`src/rtl/btn_debouncer_pkg.sv`:
```
// Shared button-path types and lane indices
// for the push-button conditioning block.
package BtnTypes;

  localparam int NUM_BTN = 3;

  typedef logic [NUM_BTN-1:0] BtnPath;

  localparam int BTN_C = 0;
  localparam int BTN_U = 1;
  localparam int BTN_D = 2;

endpackage

```
`src/rtl/btn_debounce_lane.sv`:
```
// One button lane: 2-flop synchroniser, debounce
// counter, stable level, edge pulses, sticky flag.
module btn_debounce_lane #(
  parameter int DEBOUNCE_CNT = 4
) (
  input  logic clk,
  input  logic rst,
  input  logic btnRaw,
  input  logic tick,
  input  logic evClear,
  output logic btnLevel,
  output logic btnPress,
  output logic btnRelease,
  output logic btnEvent
);

  localparam int CW = $clog2(DEBOUNCE_CNT + 1);
  localparam logic [CW-1:0] LAST = CW'(DEBOUNCE_CNT - 1);

  logic          sync1;
  logic          sync2;
  logic          stable;
  logic          stableNext;
  logic          flip;
  logic [CW-1:0] cnt;
  logic [CW-1:0] cntNext;

  // A match resets the run every cycle; ticks only advance it.
  always_comb begin
    stableNext = stable;
    cntNext    = cnt;
    flip       = 1'b0;
    if (sync2 == stable) begin
      cntNext = '0;
    end else if (tick) begin
      if (cnt == LAST) begin
        flip       = 1'b1;
        stableNext = sync2;
        cntNext    = '0;
      end else begin
        cntNext = cnt + CW'(1);
      end
    end
  end

  always_ff @(posedge clk or negedge rst) begin
    if (!rst) begin
      sync1      <= 1'b0;
      sync2      <= 1'b0;
      stable     <= 1'b0;
      cnt        <= '0;
      btnPress   <= 1'b0;
      btnRelease <= 1'b0;
      btnEvent   <= 1'b0;
    end else begin
      sync1      <= btnRaw;
      sync2      <= sync1;
      stable     <= stableNext;
      cnt        <= cntNext;
      btnPress   <= flip & sync2;
      btnRelease <= flip & ~sync2;
      btnEvent   <= btnPress | (btnEvent & ~evClear);
    end
  end

  assign btnLevel = stable;

endmodule

```
`src/rtl/btn_debouncer.sv`:
```
// Push-button conditioner: shared sample prescaler
// feeding NUM_BTN independent debounce lanes.
module btn_debouncer #(
  parameter int NUM_BTN      = BtnTypes::NUM_BTN,
  parameter int DEBOUNCE_CNT = 4,
  parameter int SAMPLE_DIV   = 1
) (
  input  logic               clk,
  input  logic               rst,
  input  logic [NUM_BTN-1:0] btnRaw,
  input  logic [NUM_BTN-1:0] evClear,
  output logic [NUM_BTN-1:0] btnLevel,
  output logic [NUM_BTN-1:0] btnPress,
  output logic [NUM_BTN-1:0] btnRelease,
  output logic [NUM_BTN-1:0] btnEvent
);

  import BtnTypes::*;

  localparam int PW =
    (SAMPLE_DIV > 1) ? $clog2(SAMPLE_DIV) : 1;
  localparam logic [PW-1:0] PLAST = PW'(SAMPLE_DIV - 1);

  if (DEBOUNCE_CNT < 1) begin : gBadCnt
    $error("btn_debouncer: DEBOUNCE_CNT must be >= 1");
  end
  if (SAMPLE_DIV < 1) begin : gBadDiv
    $error("btn_debouncer: SAMPLE_DIV must be >= 1");
  end

  logic [PW-1:0] preCnt;
  logic          tick;

  assign tick = (preCnt == PLAST);

  always_ff @(posedge clk or negedge rst) begin
    if (!rst) begin
      preCnt <= '0;
    end else if (tick) begin
      preCnt <= '0;
    end else begin
      preCnt <= preCnt + PW'(1);
    end
  end

  for (genvar i = 0; i < NUM_BTN; i++) begin : gLane
    btn_debounce_lane #(
      .DEBOUNCE_CNT(DEBOUNCE_CNT)
    ) uLane (
      .clk       (clk),
      .rst       (rst),
      .btnRaw    (btnRaw[i]),
      .tick      (tick),
      .evClear   (evClear[i]),
      .btnLevel  (btnLevel[i]),
      .btnPress  (btnPress[i]),
      .btnRelease(btnRelease[i]),
      .btnEvent  (btnEvent[i])
    );
  end

endmodule
```
`config.mk`:
```
export PLATFORM = sky130hd
export DESIGN_NAME = btn_debouncer
export DESIGN_NICKNAME = d
export VERILOG_FILES = /design/src/rtl/btn_debouncer_pkg.sv /design/src/rtl/btn_debounce_lane.sv /design/src/rtl/btn_debouncer.sv
export SDC_FILE = /design/constraint.sdc
export NUM_CORES = 1
export LEC_CHECK = 0
export BUFFER_PORTS_ARGS = -buffer_cell sky130_fd_sc_hd__buf_2
export CAP_MARGIN = 25
export CORE_AREA = 8 8 57 59
export DETAILED_ROUTE_END_ITERATION = 16
export DIE_AREA = 0 0 65 67
export MAX_ROUTING_LAYER = met4
export PLACE_DENSITY = 0.7
export SYNTH_ARGS = -nofsm -noshare
export SYNTH_HDL_FRONTEND = slang
export SYNTH_HIERARCHICAL = 1
export SYNTH_SLANG_ARGS = --single-unit
export TNS_END_PERCENT = 50
```
`constraint.sdc`:
```
create_clock -name clk -period 1.1 [get_ports clk]
set_clock_uncertainty 0.1 [all_clocks]
set_input_delay 0.11 -clock clk [delete_from_list [all_inputs] [get_ports clk]]
set_output_delay 0.11 -clock clk [all_outputs]
set_load 0.02 [all_outputs]
```
---- Word-level counts from Yosys, hierarchy flattened ----
Cells that the tools add are included.
cells by class
  magnitude comparators ................... 0
  multiply operators ...................... 0
  reduce and logical (&&, ||, !) cells .... 3
  div/mod/pow operators ................... 0
  bitwise logic cells ..................... 22
  multiplexer cells ....................... 19
  shift-type cells ........................ 0
  $add $sub $neg .......................... 4
  equality and inequality tests ........... 9
operator list
  cell                   count
  $mux W3                9
  $mux W1                10
  $not A1 Y1             10
  $add A3 B1 Y3 const B  3
  $and A1 B1 Y1          9
  $eq A3 B2 Y1 const B   3
  $reduce_and A3 Y1      3
  $ne A2 B1 Y1 const B   3
  $eq A1 B1 Y1           3
  $or A1 B1 Y1           3
  $add A1 B1 Y1 const B  1
word-level totals
  ROM bits ................................ 0
  memories ................................ 0
  register bits after elaboration ......... 28
  memory bits (writable) .................. 0
  latch bits .............................. 0

---- Longest topological paths before layout ----
  word-level depth ........................ 5
  mapped depth ............................ 4

---- Cells and area by module ----
Netlist, hierarchy kept.
modules (own cells, without submodules)
  module                                   seq. area each (um^2)  cells an instance  area each (um^2)  instances
  btn_debounce_lane at gLane[0].uLane ...  225.2                  26                 354.1             2
  btn_debounce_lane at gLane[2].uLane      225.2                  26                 351.6             1
  btn_debouncer                            0.0                    1                  3.8               1

---- Worst setup path before layout ----
Ideal clock, no wire load.
  path type ............................... register to register
  from .................................... register gLane[0].uLane.cnt[0]
  to ...................................... register gLane[0].uLane.stable
  setup slack ............................. -0.153 ns
  stages on the path, launching flop included .. 5
  period minus slack after synthesis ...... 1.253 ns
  setup time .............................. 0.127 ns
  data arrival time ....................... 1.025 ns
  cell sequence ........................... dfrtp_1 -> ha_1 -> nand2_2 -> nor2_2 -> mux2_1
between the ends
  word-level cells in the longest chain between the ends .. 2
RTL lines
  item                         line                     text
  from (decl)                  btn_debounce_lane.sv:25  logic [CW-1:0] cnt;
  from (signal assigned)       btn_debounce_lane.sv:59  cnt <= cntNext;
  $eq A3 B2 Y1                 btn_debounce_lane.sv:36  if (cnt == LAST) begin
  $reduce_and A3 Y1 (no line)  --
  to (signal assigned)         btn_debounce_lane.sv:58  stable <= stableNext;
  to (decl)                    btn_debounce_lane.sv:22  logic stable;
Every way passes these cells.
A chain may end at the register's enable or synchronous reset.

---- Worst setup path after layout ----
Same ends and word-level chain as after synthesis.

==> results.txt <==
Core ar. - 2365 um^2
CP endpoint kind - register
GPL Wtd Cong - 0.7360
Seq/Total Area, Yosys - 63.53%
I/O pin total - 20
number of global-route vias before repair - 785
Tcrit/Tclk final - 114.4%
number of max-cap violations - 0
H-tree depth - 1
final core utilization - 69.10%
post-route ant nets - 0
total power - 2885 uW
f_max - 794.4 MHz
Post-Syn Area per Cell - 13.46 um^2
Via density - 4.568
clk sink count - 27
Setup crit start kind - register
Place WS - -0.1819 ns
final setup vio count - 16
# port buffers - 19
layout cells sized above 1 - 48.92%
Final Slew Violations - 0
GRT Util Overall - 10.27%
global route overflow - 0
initial antenna violation count - 0
clock root cell - clkbuf_4
critical setup path kind - reg -> reg
Via Count - 772
drt total wl - 1971 um
endpoints failing hold - 0
slack of the critical path - -0.1587 ns
pin count of the biggest net entering global routing - 28
TritonRoute pass-1 iters - 2
post-DP HPWL - 1413 um
worst-skew pair later-pin latency - 0.31 ns
Nets - 151
Inst Count DP - 151
status - complete, but fails checks
PD cells - 1766 nW/um^2
Synth area leader - dfrtp_1
crit path time final - 1.259 ns
post-route setup TNS - -0.8883 ns
total clock buffers created by CTS - 3
Mapped Area - 1064 um^2
post-synthesis cell type count - 21
DR WL/cell - 11.66 um
synthesized instance count - 79
first-pass GRT wire length - 3367 um
worst hold-check path type - in -> async
Worst Path Required - 1.21 ns
CTS tree - yes
initial DRC count - 14
area grow syn2layout - 53.65%
Seq cells post-synth - 27
failing checks - negative setup slack
RSZ-0062 raised after global routing - yes
row count - 18
die width - 65 um
YS warnings - 6
top cells by area, synth - dfrtp_1 (64%), ha_1 (3.5%), mux2i_1 (2.8%)
CP Max Fanout - 2
LEAKAGE - 0.0008478 uW
antenna cells - 0
Post-Layout Cell Count - 169
Residual DRC - 0
initial core utilization - 44.97%
WP data arrival - 1.37 ns
share of the synthesized area in the top cell type - 63.53%
CTS max path bufs - 2
Die Ht - 67 um
Die Area - 4355 um^2
Worst VDD drop - 1.087 mV
clk slew on worst S/H paths - 0.13 ns
-- final timing paths --
path	startpoint	to	slack, ns	depth (start not counted)
min in group clk	gLane[1].uLane/sync1$_DFF_PN0_	gLane[1].uLane/sync2$_DFF_PN0_	0.26	0
worst min register to register	gLane[1].uLane/sync1$_DFF_PN0_	gLane[1].uLane/sync2$_DFF_PN0_	0.26	0
worst min-delay path	rst	gLane[0].uLane/btnEvent$_DFF_PN0_	0.20	3
worst max-delay path	gLane[0].uLane/cnt[0]$_DFFE_PN0P_	gLane[0].uLane/btnLevel$_DFFE_PN0P_	-0.16	4
worst max register to register	gLane[0].uLane/cnt[0]$_DFFE_PN0P_	gLane[0].uLane/btnLevel$_DFFE_PN0P_	-0.16	4
max in group asynchronous	rst	gLane[1].uLane/btnLevel$_DFFE_PN0P_	0.44	3
-- state kept, by name, summed over array words and instances (netlist names) --
register / flops
gLane.uLane/sync1: 3
gLane.uLane/btnLevel: 3
gLane.uLane/btnEvent: 3
gLane.uLane/sync2: 3
gLane.uLane/btnPress: 3
gLane.uLane/cnt: 9
gLane.uLane/btnRelease: 3
-- cell usage after synthesis --
cell type / number
nor3b_1: 2
xnor2_1: 3
nand3b_1: 3
nor2_2: 2
dfrtp_1: 27
nor2_1: 6
nand2_1: 4
inv_1: 3
nand2b_2: 3
ha_1: 3
mux2_1: 2
mux2_4: 1
conb_1: 1
nand2_2: 2
a21o_1: 3
nor4b_1: 2
mux2i_1: 3
nand2b_1: 3
nand3b_2: 1
nor4b_2: 2
a21oi_1: 3
-- cell type report --
type,count,area (um^2)
Sequential cell,27,679.4
Timing Repair Buffer,44,344.1
Inverter,3,11.26
Fill cell,182,730.7
Tap cell,30,37.54
Multi-Input combinational cell,61,535.5
Clock buffer,4,26.28
-- per-layer routing --
metal	part of all wire, %	routed length [um]	vias to the layer above	track usage, %
li1	-	-	373	-
met1	37	730	379	9.419
met2	55	1086	14	19.01
met3	5.3	104	6	3.188
met4	2.5	49	0	4.905
met5	0	0	-	-
-- power by group --
| part | internal (uW) | switching (uW) |
|---|---|---|
| Clock | 142 | 264 |
| Combinational | 681 | 437 |
| Sequential | 1170 | 190 |
| Total | 1990 | 891 |
-- critical path: stages, from the launching register on --
cell and delay (ns):
dfrtp_1 0.42, ha_4 0.17, nand2_4 0.07, nor2_4 0.09
mux2_4 0.30
-- timing repair --
| action | 4_1_cts | 5_1_grt |
|---|---|---|
| pin swaps | 6 | 9 |
| hold buffers | 7 | 0 |
| cloned | 0 | 0 |
| gates resized for setup | 19 | 17 |
| buffers inserted | 4 | 3 |
| endpoints found under the setup margin | 20 | 30 |
| hold endpoints to repair | 33 | 0 |
-- through the flow --
step | hold slack (ns) | area (um^2)
2_1_floorplan | -0.2856 | 1109
3_5_place_dp | 0.02319 | 1324
4_1_cts | 0.1998 | 1531
5_1_grt | 0.2263 | 1634
6_report | 0.1957 | 1634
3_3_place_gp | 0.01892 | 1324
-- cell families (layout without fill, tap and decap cells) --
| kind of cell | after synthesis | in the layout | share of synthesized area, % |
|---|---|---|---|
| AND/OR/NAND/NOR | 30 | 30 | 19.18 |
| flip-flops | 27 | 27 | 63.53 |
| AO/OA/AOI/OAI | 6 | 6 | 3.529 |
| multiplexers | 6 | 6 | 6.352 |
| adder cells (fa/ha/maj) | 3 | 3 | 3.530 |
| XOR/XNOR | 3 | 3 | 2.471 |
| buffers and inverters | 3 | 51 | 1.059 |
| other | 1 | 13 | 0.3526 |
-- cell usage in the layout, fill, tap and decap left out --
master	netlist	final
conb_1	1	13
ha_2	0	1
a21oi_2	0	1
dlygate4sd3_1	0	7
nand2_1	4	3
clkbuf_4	0	3
buf_6	0	9
nor3b_2	0	2
xnor2_1	3	1
nand3b_4	0	1
a21oi_1	3	2
nor4b_2	2	3
mux2_4	1	3
inv_1	3	3
ha_4	0	2
nand2b_4	0	1
dfrtp_2	0	3
nand2_2	2	2
buf_4	0	13
clkbuf_1	0	1
nand2b_2	3	3
nor2_4	0	1
mux2i_1	3	3
dfrtp_1	27	24
nor4b_4	0	1
nor2_2	2	1
buf_2	0	15
a21o_1	3	3
nand2_4	0	1
nand2b_1	3	2
nor2_1	6	6
xnor2_2	0	2
nand3b_1	3	3
Power figures use the tool's default switching activity.
